### config.mk
export PLATFORM = sky130hd
export DESIGN_NAME = uart_alu_resp_framer_flat
export DESIGN_NICKNAME = d
export VERILOG_FILES = /design/src/rtl/uart_alu_resp_framer_pkg.sv /design/src/rtl/uart_alu_resp_framer_if.sv /design/src/rtl/uart_alu_resp_framer.sv /design/src/flat_wrapper.sv
export SDC_FILE = /design/constraint.sdc
export NUM_CORES = 1
export LEC_CHECK = 0
export BUFFER_PORTS_ARGS = -buffer_cell sky130_fd_sc_hd__buf_2
export CAP_MARGIN = 40
export CORE_MARGIN = 2
export CORE_UTILIZATION = 55
export DETAILED_ROUTE_END_ITERATION = 6
export PLACE_DENSITY = 0.77
export SYNTH_ARGS = -nofsm -noshare
export SYNTH_HDL_FRONTEND = slang
export SYNTH_SLANG_ARGS = --single-unit
### constraint.sdc
create_clock -name clk_i -period 2.6 [get_ports clk_i]
set_clock_uncertainty 0.05 [all_clocks]
set_input_delay 0.78 -clock clk_i [delete_from_list [all_inputs] [get_ports clk_i]]
set_output_delay 0.78 -clock clk_i [all_outputs]
set_load 0.005 [all_outputs]
### src/rtl/uart_alu_resp_framer_pkg.sv
// Shared constants and types for the UART ALU response framer.
package uart_alu_resp_framer_pkg;

  localparam int MAX_PAYLOAD_BYTES = 252;
  localparam int HDR_BYTES         = 4;

  localparam logic [7:0] OP_ECHO  = 8'hEC;
  localparam logic [7:0] OP_ADD32 = 8'hA0;
  localparam logic [7:0] OP_MUL32 = 8'hB0;
  localparam logic [7:0] OP_DIV32 = 8'hC0;

  typedef enum logic [2:0] {
    ST_IDLE     = 3'd0,
    ST_HDR_OP   = 3'd1,
    ST_HDR_RSV  = 3'd2,
    ST_HDR_LLSB = 3'd3,
    ST_HDR_LMSB = 3'd4,
    ST_PAYLOAD  = 3'd5,
    ST_DONE     = 3'd6
  } resp_state_e;

  typedef struct packed {
    logic [7:0]  opcode;
    logic [15:0] len;
  } resp_desc_t;

endpackage

### src/rtl/uart_alu_resp_framer_if.sv
// Descriptor, payload and TX byte handshakes of the response framer.
// The slave modport is the framer itself; master is its surroundings.
interface uart_alu_resp_framer_if;

  logic        desc_valid_i;
  logic        desc_ready_o;
  logic [7:0]  desc_opcode_i;
  logic [15:0] desc_len_i;
  logic [7:0]  pay_data_i;
  logic        pay_valid_i;
  logic        pay_ready_o;
  logic [7:0]  tx_data_o;
  logic        tx_valid_o;
  logic        tx_ready_i;
  logic        busy_o;
  logic        len_err_o;

  modport slave (
    input  desc_valid_i, desc_opcode_i, desc_len_i,
    input  pay_data_i, pay_valid_i, tx_ready_i,
    output desc_ready_o, pay_ready_o, tx_data_o, tx_valid_o,
    output busy_o, len_err_o
  );

  modport master (
    output desc_valid_i, desc_opcode_i, desc_len_i,
    output pay_data_i, pay_valid_i, tx_ready_i,
    input  desc_ready_o, pay_ready_o, tx_data_o, tx_valid_o,
    input  busy_o, len_err_o
  );

endinterface

### src/rtl/uart_alu_resp_framer.sv
// Response packet framer: emits opcode, 0x00, total length LSB/MSB,
// then passes the payload stream straight through to the UART TX.
module uart_alu_resp_framer
  import uart_alu_resp_framer_pkg::*;
#(
  parameter int MaxPayloadBytes = MAX_PAYLOAD_BYTES,
  parameter int HdrBytes        = HDR_BYTES
) (
  input  logic                  clk_i,
  input  logic                  rst_i,
  uart_alu_resp_framer_if.slave bus
);

  localparam logic [15:0] MAX_LEN  = 16'(MaxPayloadBytes);
  localparam logic [15:0] HDR_LEN  = 16'(HdrBytes);

  resp_state_e state_q;
  resp_state_e state_d;
  resp_desc_t  desc_q;
  logic [15:0] total_q;
  logic [15:0] remaining_q;
  logic        len_err_q;

  logic        desc_ready;
  logic        desc_fire;
  logic        len_too_big;
  logic        pay_fire;
  logic [7:0]  tx_data;
  logic        tx_valid;
  logic        pay_ready;

  assign desc_ready  = (state_q == ST_IDLE) && !rst_i;
  assign desc_fire   = bus.desc_valid_i && desc_ready;
  assign len_too_big = bus.desc_len_i > MAX_LEN;
  assign pay_fire    = (state_q == ST_PAYLOAD) && bus.pay_valid_i && bus.tx_ready_i;

  // Next-state selection and the byte presented to the transmitter
  always_comb begin
    state_d   = state_q;
    tx_data   = 8'h00;
    tx_valid  = 1'b0;
    pay_ready = 1'b0;
    case (state_q)
      ST_IDLE: begin
        if (desc_fire && !len_too_big) state_d = ST_HDR_OP;
      end
      ST_HDR_OP: begin
        tx_data  = desc_q.opcode;
        tx_valid = 1'b1;
        if (bus.tx_ready_i) state_d = ST_HDR_RSV;
      end
      ST_HDR_RSV: begin
        tx_data  = 8'h00;
        tx_valid = 1'b1;
        if (bus.tx_ready_i) state_d = ST_HDR_LLSB;
      end
      ST_HDR_LLSB: begin
        tx_data  = total_q[7:0];
        tx_valid = 1'b1;
        if (bus.tx_ready_i) state_d = ST_HDR_LMSB;
      end
      ST_HDR_LMSB: begin
        tx_data  = total_q[15:8];
        tx_valid = 1'b1;
        if (bus.tx_ready_i) state_d = (desc_q.len != 16'd0) ? ST_PAYLOAD : ST_DONE;
      end
      ST_PAYLOAD: begin
        tx_data   = bus.pay_data_i;
        tx_valid  = bus.pay_valid_i;
        pay_ready = bus.tx_ready_i;
        if (pay_fire && (remaining_q == 16'd1)) state_d = ST_DONE;
      end
      ST_DONE: begin
        state_d = ST_IDLE;
      end
      default: begin
        state_d = ST_IDLE;
      end
    endcase
  end

  // State, captured descriptor, remaining-byte counter and length-error pulse
  always_ff @(posedge clk_i) begin
    if (rst_i) begin
      state_q     <= ST_IDLE;
      desc_q      <= '0;
      total_q     <= 16'd0;
      remaining_q <= 16'd0;
      len_err_q   <= 1'b0;
    end else begin
      state_q   <= state_d;
      len_err_q <= desc_fire && len_too_big;
      if (desc_fire && !len_too_big) begin
        desc_q.opcode <= bus.desc_opcode_i;
        desc_q.len    <= bus.desc_len_i;
        total_q       <= bus.desc_len_i + HDR_LEN;
        remaining_q   <= bus.desc_len_i;
      end else if (pay_fire) begin
        remaining_q <= remaining_q - 16'd1;
      end
    end
  end

  assign bus.desc_ready_o = desc_ready;
  assign bus.pay_ready_o  = pay_ready;
  assign bus.tx_data_o    = tx_data;
  assign bus.tx_valid_o   = tx_valid;
  assign bus.busy_o       = (state_q != ST_IDLE);
  assign bus.len_err_o    = len_err_q;

endmodule

### src/flat_wrapper.sv
// flat-port wrapper written by rule: the top's interface ports become plain ports
module uart_alu_resp_framer_flat import uart_alu_resp_framer_pkg::*;
#(
  parameter int MaxPayloadBytes = MAX_PAYLOAD_BYTES,
  parameter int HdrBytes        = HDR_BYTES
)
  (clk_i, rst_i, bus_desc_valid_i, bus_desc_opcode_i, bus_desc_len_i, bus_pay_data_i, bus_pay_valid_i, bus_tx_ready_i, bus_desc_ready_o, bus_pay_ready_o, bus_tx_data_o, bus_tx_valid_o, bus_busy_o, bus_len_err_o);
  uart_alu_resp_framer_if bus_i ();
  input  logic clk_i;
  input  logic rst_i;
  input wire logic [$bits(bus_i.desc_valid_i)-1:0] bus_desc_valid_i;
  input wire logic [$bits(bus_i.desc_opcode_i)-1:0] bus_desc_opcode_i;
  input wire logic [$bits(bus_i.desc_len_i)-1:0] bus_desc_len_i;
  input wire logic [$bits(bus_i.pay_data_i)-1:0] bus_pay_data_i;
  input wire logic [$bits(bus_i.pay_valid_i)-1:0] bus_pay_valid_i;
  input wire logic [$bits(bus_i.tx_ready_i)-1:0] bus_tx_ready_i;
  output wire logic [$bits(bus_i.desc_ready_o)-1:0] bus_desc_ready_o;
  output wire logic [$bits(bus_i.pay_ready_o)-1:0] bus_pay_ready_o;
  output wire logic [$bits(bus_i.tx_data_o)-1:0] bus_tx_data_o;
  output wire logic [$bits(bus_i.tx_valid_o)-1:0] bus_tx_valid_o;
  output wire logic [$bits(bus_i.busy_o)-1:0] bus_busy_o;
  output wire logic [$bits(bus_i.len_err_o)-1:0] bus_len_err_o;
  assign bus_i.desc_valid_i = bus_desc_valid_i;
  assign bus_i.desc_opcode_i = bus_desc_opcode_i;
  assign bus_i.desc_len_i = bus_desc_len_i;
  assign bus_i.pay_data_i = bus_pay_data_i;
  assign bus_i.pay_valid_i = bus_pay_valid_i;
  assign bus_i.tx_ready_i = bus_tx_ready_i;
  assign bus_desc_ready_o = bus_i.desc_ready_o;
  assign bus_pay_ready_o = bus_i.pay_ready_o;
  assign bus_tx_data_o = bus_i.tx_data_o;
  assign bus_tx_valid_o = bus_i.tx_valid_o;
  assign bus_busy_o = bus_i.busy_o;
  assign bus_len_err_o = bus_i.len_err_o;
  uart_alu_resp_framer #(.MaxPayloadBytes(MaxPayloadBytes), .HdrBytes(HdrBytes)) u_core (.clk_i(clk_i), .rst_i(rst_i), .bus(bus_i));
endmodule
==> metrics.cfg, run 1 <==
[status]
status=complete, no violations

[final_layout]
drive_gt1_frac=0.222
area_delta_synth_final_pct=20.9
num_antenna_cells=0
nets=413
final_common_cell=dfxtp_1
stdcell_count=432
final_cell_mix=dfxtp_1 (57), nand2_1 (54), buf_2 (49), a21oi_1 (34), and3_1 (18)

[synthesis]
ys_ff_latch=58
syn_avg_cell_area_sq_um=8.19
synth_compound_area_frac=0.191
synth_top_family_by_area=simple AND/OR/NAND/NOR gates
synth-edff-count=0
synth_seq_area_share=0.435
synthAdderAreaFrac=0.0141
yosysWarnings=0
synth_cells=326
ys.flop_type=dfxtp_1
muxShareOfSynthArea=0.0337
yosysUniqueCellTypes=39
synth_xor_area_frac=0.0197
synth_area_sq_mm=0.00267
syn-num-nets=366
async_reset_ff_frac=0
synth-simple-area-share=0.265

[clock_tree]
postCtsResizedCells=2
clk_pin_slew_worst_paths_ns=0.07
post-cts-setup-buffers=0
clockBufferDepth=2
cts_tree=done
clk_latency_ns=0.33
cts.htree.levels=3
cts_hold_buf=0
root_buffer=clkbuf_8
cts_sinks=58
cts_buffers=9

[global_routing]
grt_pass1_wl_um=10900
grt_usage=0.264
first_global_vias=2387
use_met2=0.407
grt_start_max_net_pins=43
antenna_found_initial=0
grtUsageMet3=0.0466
grt_overflow=0
top_usage_layer=met2
met1_usage=0.359

[sta]
slew_headroom=0.574
tns_ns=0
grt_setup_unrepaired=false
period_share=0.946
slew_viol_final=0
fmax_mhz=407
hold_viol=0
tightestPinTransition_ns=0.630
fin_hold_ws_ns=0.407
fin_ws_ns=0.141
min_period_ns=2.46
setup_violations=0

[placement]
dp_slack_ns=0.218
port_buffers=49
dp.cells=416
hpwl_um=4380
gp_congestion=0.834

[setup_path]
path_max_fanout=12
critPathRequiredTime_ns=1.77
slowest_delay_ns=0.53
cp.arrival_ns=1.63
r2r_cells=5
path_cells=mux2i_1 -> o21ai_0 -> a22o_1 -> buf_2
worstSetupPathType=flip-flop to output pin
cp-end-kind=output pin
critPathLaunchType=flip-flop
crit_path_top_delay_cell=dfxtp_2

[floorplanning]
rows=25
initial_core_util=0.569
coreArea_sq_mm=0.00469
die_h_um=73.7
dieWidth_um=73.7
fp.dieArea_sq_mm=0.00543
io_pins=50

[power]
vdd_drop_max_mv=0.346
intPower_mw=1.54
powerDensity_mw_per_mm2=599
power_switching_mw=0.399
clkPwrFrac=0.504
p_comb_frac=0.037
p_sw_frac=0.206
leakage_nw=1.28
power_frac_seq=0.460
p_total_mw=1.94

[drt]
ant_nets=0
via_per_inst=5.76
drtIter0Drc=212
drt-total-wl_um=6490
wl_per_cell_um=15.0
drt_first_pass_iters=5
drc=0
vias=2490

[min_path]
min_path_type=flip-flop to flip-flop
min_path_cells=2

[flow_run]
cap_violations=0

[metal layers]
metal  vias up  part of all wire
met5         -                 0
met4         0             0.020
met3        12             0.046
met2        66              0.45
met1      1143              0.48
li1       1269                 -
[critical path: cells and delay by family (launching register included)]
kind	cells	cell delay, ns
flops	1	0.53
mux	1	0.35
buf+inv	1	0.12
compound gates	2	0.30
[kinds of logic (layout without fill, tap and decap cells)]
group	after synthesis	after routing
simple gates	140	140
compound gates	83	83
flops	58	58
buf+inv	27	79
mux	9	9
xor+xnor	6	6
fa+ha+maj	3	3
[synthesized netlist by cell type (6+ instances only)]
| cell | number | share of area |
|---|---|---|
| a22o_1 | 8 | 0.026 |
| buf_2 | 6 | 0.011 |
| o21ai_0 | 13 | 0.024 |
| a211oi_1 | 7 | 0.020 |
| nor4_1 | 6 | 0.014 |
| nor3_1 | 6 | 0.011 |
| nand2_1 | 54 | 0.076 |
| nand3_1 | 12 | 0.022 |
| mux2i_1 | 9 | 0.034 |
| and3_1 | 18 | 0.042 |
| a31oi_1 | 9 | 0.021 |
| a21oi_1 | 34 | 0.064 |
| nor2_1 | 18 | 0.025 |
| dfxtp_1 | 58 | 0.43 |
| clkbuf_1 | 14 | 0.020 |
[worst paths after layout]
check / startpoint / to / slack, ns
max reg2reg: u_core.remaining_q[3] / u_core.remaining_q[14] / 0.38
max: u_core.state_q[1] / bus_tx_data_o[3] / 0.14
min: u_core.total_q[2] / u_core.total_q[2] / 0.41
min reg2reg: u_core.total_q[2] / u_core.total_q[2] / 0.41
[area by class of cell]
cell class,count,area (sq um)
multi-input cells,241,1400
repair buffers,59,345
well taps,54,67.6
inverters,4,15.0
flip-flops and latches,58,1160
clock buffers,12,165
fillers,383,1460
clock inverters,4,72.6
[metrics by stage]
stage               instance area [sq um]   util
finish                               3230  0.689
global placement                     2990  0.637
floorplan                            2670      -
global route                         3230  0.689
CTS                                  3230  0.689
detailed placement                   2990  0.637
[flip-flops by register name, summed over array words and instances (netlist names)]
signal and flops:
u_core.total_q 16, u_core.remaining_q 16, u_core.desc_q 22, u_core.state_q 3, u_core.bus.len_err_o 1
[power by group through the flow]
stage | sequential [mW] | combinational, mW | clock [mW]
global route | 0.889 | 0.0789 | 1.02
CTS | 0.890 | 0.0710 | 0.985
floorplan | 0.910 | 0.0274 | 0
finish | 0.890 | 0.0712 | 0.975
global placement | 0.910 | 0.0700 | 0
detailed placement | 0.910 | 0.0709 | 0
Note: power is estimated with default switching activity, not from simulation.
==> run 2: changes to the inputs <==
- CORE_ASPECT_RATIO: default -> 0.6
==> metrics.cfg, run 2 (synthesis results as in run 1) <==
[setup_path]
r2r_cells=5
startpoint=u_core.state_q[1]
path_cells=buf_12 -> mux2i_1 -> o21ai_0 -> a22o_1 -> buf_2
worstSetupPathType=flip-flop to output pin
cp.arrival_ns=1.63
critPathLaunchType=flip-flop
cp-end-kind=output pin
path_max_fanout=18
r2r-start=u_core.remaining_q[3]
critPathRequiredTime_ns=1.77
slowest_delay_ns=0.38
crit_path_top_delay_cell=dfxtp_1

[final_layout]
num_antenna_cells=0
top_regs=u_core.desc_q: 22 flops, u_core.remaining_q: 16 flops, u_core.total_q: 16 flops
final_cell_mix=dfxtp_1 (58), nand2_1 (54), buf_2 (49), a21oi_1 (34), and3_1 (18)
nFillCells=385
final_common_cell=dfxtp_1
final_cell_area_sq_mm=0.00323
regMostFlops=u_core.desc_q
largest_register_ff_count=22
nets=418
drive_gt1_frac=0.227
area_delta_synth_final_pct=20.9

[drt]
ant_nets=0
wl_per_cell_um=15.1
via_per_inst=5.85
drtIter0Drc=196
drt_first_pass_iters=5
vias=2608
drc=0
drt-total-wl_um=6720

[sta]
setup_violations=0
slew_headroom=0.499
slew_viol_final=0
fmax_mhz=406
period_share=0.947
min_period_ns=2.46
tns_ns=0
tightestPinTransition_ns=0.748
hold_viol=0
grt_setup_unrepaired=false

[min_path]
hp-start=u_core.desc_q[2]
min_path_type=flip-flop to flip-flop
min_path_cells=2

[placement]
hpwl_um=4830
gp_congestion=0.820
placed_area_sq_mm=0.00305
port_buffers=49

[global_routing]
antenna_found_initial=0
grt_pass1_wl_um=10900
grt_usage=0.263
first_global_vias=2244
grt_start_max_net_pins=43
grt_overflow=0

[clock_tree]
cts_tree=done
cts_sinks=58
clk_pin_slew_worst_paths_ns=0.07
root_buffer=clkbuf_8
cts.htree.levels=3
cts_hold_buf=0
cts_buffers=9
post-cts-setup-buffers=0
postCtsResizedCells=0
clk_latency_ns=0.35
clockBufferDepth=2

[floorplanning]
die_h_um=58.0
initial_core_util=0.579
io_pins=50
dieWidth_um=94.0
coreArea_sq_mm=0.00461
rows=19
fp.dieArea_sq_mm=0.00545

[power]
vdd_drop_max_mv=0.492
leakage_nw=1.26
powerDensity_mw_per_mm2=529

[status]
status=complete, no violations

[flow_run]
cap_violations=0

[run 2: changes by cell type in the layout (fill, tap and decap cells not counted), sizes merged]
cell	before	now
bufinv	2	0
buf	59	64
clkbuf	12	9
clkinvlp	1	5
inv	4	5
[run 2: per-stage QoR]
step	utilization	cells	hold slack [ns]	setup slack, ns	total power, mW
after floorplan	-	326	0.381	0.350	0.937
after global placement	0.661	430	0.390	0.177	0.983
after detailed placement	0.661	430	0.393	0.0743	0.985
after CTS	0.700	446	0.403	0.132	1.72
after global routing	0.700	446	0.424	0.0366	1.77
final	0.700	446	0.400	0.138	1.71
[run 2: critical path, delay by kind of cell, from the launching register on]
family                 cells  cell delay, ns
AO/OA/AOI/OAI              2            0.30
buffers and inverters      2            0.29
multiplexers               1            0.31
flip-flops                 1            0.38
[run 2: report_power, final]
group / internal, mW / switching [mW] / leakage [nW]
Sequential: 0.889 / 0.000581 / 0.467
Clock: 0.348 / 0.395 / 0.0741
Combinational: 0.0329 / 0.0429 / 0.718
Total: 1.27 / 0.439 / 1.26
[run 2: area by class of cell]
| class | count | area [sq um] | area share |
|---|---|---|---|
| repair buffers | 64 | 395 | 0.122 |
| clock buffers | 9 | 124 | 0.0384 |
| clock inverters | 7 | 55.1 | 0.0170 |
| well taps | 63 | 78.8 | 0.0244 |
| flip-flops and latches | 58 | 1160 | 0.360 |
| multi-input cells | 241 | 1400 | 0.434 |
| inverters | 4 | 15.0 | 0.00465 |
[run 2: routing by layer]
layer,vias up,GRT usage,share of wire
li1,1273,-,-
met2,112,0.365,0.41
met3,15,0.105,0.083
met5,-,0,0
met4,0,0.0518,0.015
met1,1208,0.389,0.50
[run 2: final timing paths]
check,to,slack (ns)
setup / recovery,bus_tx_data_o[6],0.14
hold / removal,u_core.desc_q[2],0.40
setup reg to reg,u_core.remaining_q[14],0.46
hold reg to reg,u_core.desc_q[2],0.40
==> run 3: changes to the inputs <==
- clock period: 2.6 -> 2.58 ns (I/O delays scaled with it)
==> metrics.cfg, run 3 (synthesis results as in run 1) <==
[global_routing]
first_global_vias=2260
grt_usage=0.272
antenna_found_initial=0
grt_overflow=0
grt_pass1_wl_um=11300
grt_start_max_net_pins=43

[sta]
slew_headroom=0.518
slew_viol_final=0
fmax_mhz=404
setup_violations=0
tns_ns=0
grt_setup_unrepaired=false
hold_viol=0
min_period_ns=2.47
tightestPinTransition_ns=0.720
period_share=0.959

[power]
p_comb_frac=0.039
clkPwrFrac=0.503
power_frac_seq=0.458
vdd_drop_max_mv=0.416
p_total_mw=1.96
leakage_nw=1.30
p_sw_frac=0.208
intPower_mw=1.55
power_switching_mw=0.408
powerDensity_mw_per_mm2=597

[floorplanning]
rows=19
fp.dieArea_sq_mm=0.00545
dieWidth_um=94.0
io_pins=50
die_h_um=58.0
coreArea_sq_mm=0.00461
initial_core_util=0.579

[clock_tree]
cts_tree=done
cts_hold_buf=0
cts_sinks=58
cts.htree.levels=3
cts_buffers=9
clk_pin_slew_worst_paths_ns=0.06
clockBufferDepth=2
root_buffer=clkbuf_8
clk_latency_ns=0.35

[final_layout]
area_delta_synth_final_pct=22.8
multi_input_area_sq_mm=0.00140
drive_gt1_frac=0.234
largest_register_ff_count=22
stdcell_count=444
final_cell_mix=dfxtp_1 (56), nand2_1 (54), buf_2 (49), a21oi_1 (34), and3_1 (18)
nFillCells=366
post-route-util=0.711
final_common_cell=dfxtp_1
top_regs=u_core.desc_q: 22 flops, u_core.remaining_q: 16 flops, u_core.total_q: 16 flops
num_antenna_cells=0
nets=416
regArea_sq_mm=0.00116
regMostFlops=u_core.desc_q

[setup_path]
cp-end-kind=output pin
critPathRequiredTime_ns=1.76
critPathLaunchType=flip-flop
path_max_fanout=13
regToRegEndpoint=u_core.remaining_q[14]
cp.arrival_ns=1.65
r2r_cells=5
endpoint=bus_tx_data_o[5]
r2r-start=u_core.remaining_q[3]
r2r_slack_ns=0.36
startpoint=u_core.state_q[1]
worstSetupPathType=flip-flop to output pin

[drt]
drt-total-wl_um=6930
vias=2609
via_per_inst=5.88
drc=0
drt_first_pass_iters=5
drtIter0Drc=260
wl_per_cell_um=15.6
ant_nets=0

[flow_run]
cap_violations=0

[min_path]
min_path_type=flip-flop to flip-flop

[status]
status=complete, no violations

[placement]
hpwl_um=4790
gp_congestion=0.815
port_buffers=49
dp.cells=428

-- run 3: changes by cell type in the layout (fill, tap and decap cells not counted), moves of 2 or more --
| cell | change |
|---|---|
| bufinv_16 | +2 |
| buf_4 | -2 |
| clkbuf_8 | +3 |
| dfxtp_2 | +2 |
| dfxtp_1 | -2 |
| clkinvlp_4 | -4 |
-- run 3: stage by stage --
stage                     hold WS [ns]  worst slack [ns]  cell area, sq um
after floorplan                  0.381             0.336              2670
after global placement           0.389             0.161              3040
after detailed placement         0.393            0.0675              3040
after CTS                        0.402            0.0375              3270
after global routing             0.421            0.0304              3280
final                            0.399             0.107              3280
-- run 3: worst min path at each step --
| stage | start | slack (ns) | to | cells past startpoint |
|---|---|---|---|---|
| floorplan | u_core.desc_q[5] | 0.38 | u_core.desc_q[5] | 2 |
| global route | u_core.desc_q[6] | 0.42 | u_core.desc_q[6] | 2 |
| global placement | u_core.desc_q[4] | 0.39 | u_core.desc_q[4] | 2 |
| finish | u_core.desc_q[4] | 0.40 | u_core.desc_q[4] | 2 |
| CTS | u_core.desc_q[4] | 0.40 | u_core.desc_q[4] | 2 |
| detailed placement | u_core.desc_q[4] | 0.39 | u_core.desc_q[4] | 2 |
-- run 3: repair_timing --
action	in CTS	in global routing
resized for setup	1	3
hold endpoints to repair	0	0
buffers inserted	0	0
endpoints found under the setup margin	8	8
-- run 3: worst max-delay path, stage by stage, from the launching register on --
cell and delay (ns):
dfxtp_2 0.44, buf_12 0.17, mux2i_1 0.28, o21ai_0 0.11, a22o_1 0.18, buf_2 0.12
-- run 3: cell type report --
type | instances | area share
inverter | 4 | 0.00458
multi-input combinational | 241 | 0.428
sequential | 58 | 0.355
timing repair buffer | 62 | 0.116
clock buffer | 12 | 0.0504
tap | 63 | 0.0240
clock inverter | 4 | 0.0221
-- run 3: routing by layer --
metal	track usage	up-vias	part of all wire
li1	-	1279	-
met2	0.359	116	0.40
met4	0.0621	0	0.012
met1	0.422	1203	0.50
met3	0.0962	11	0.084
met5	0	-	0
-- run 3: power groups by stage --
| stage | logic [mW] | clock network (mW) | registers (mW) |
|---|---|---|---|
| after global routing | 0.0838 | 1.04 | 0.896 |
| after detailed placement | 0.0747 | 0 | 0.917 |
| after global placement | 0.0739 | 0 | 0.917 |
| after CTS | 0.0753 | 0.987 | 0.897 |
| final | 0.0765 | 0.984 | 0.897 |
| after floorplan | 0.0276 | 0 | 0.917 |
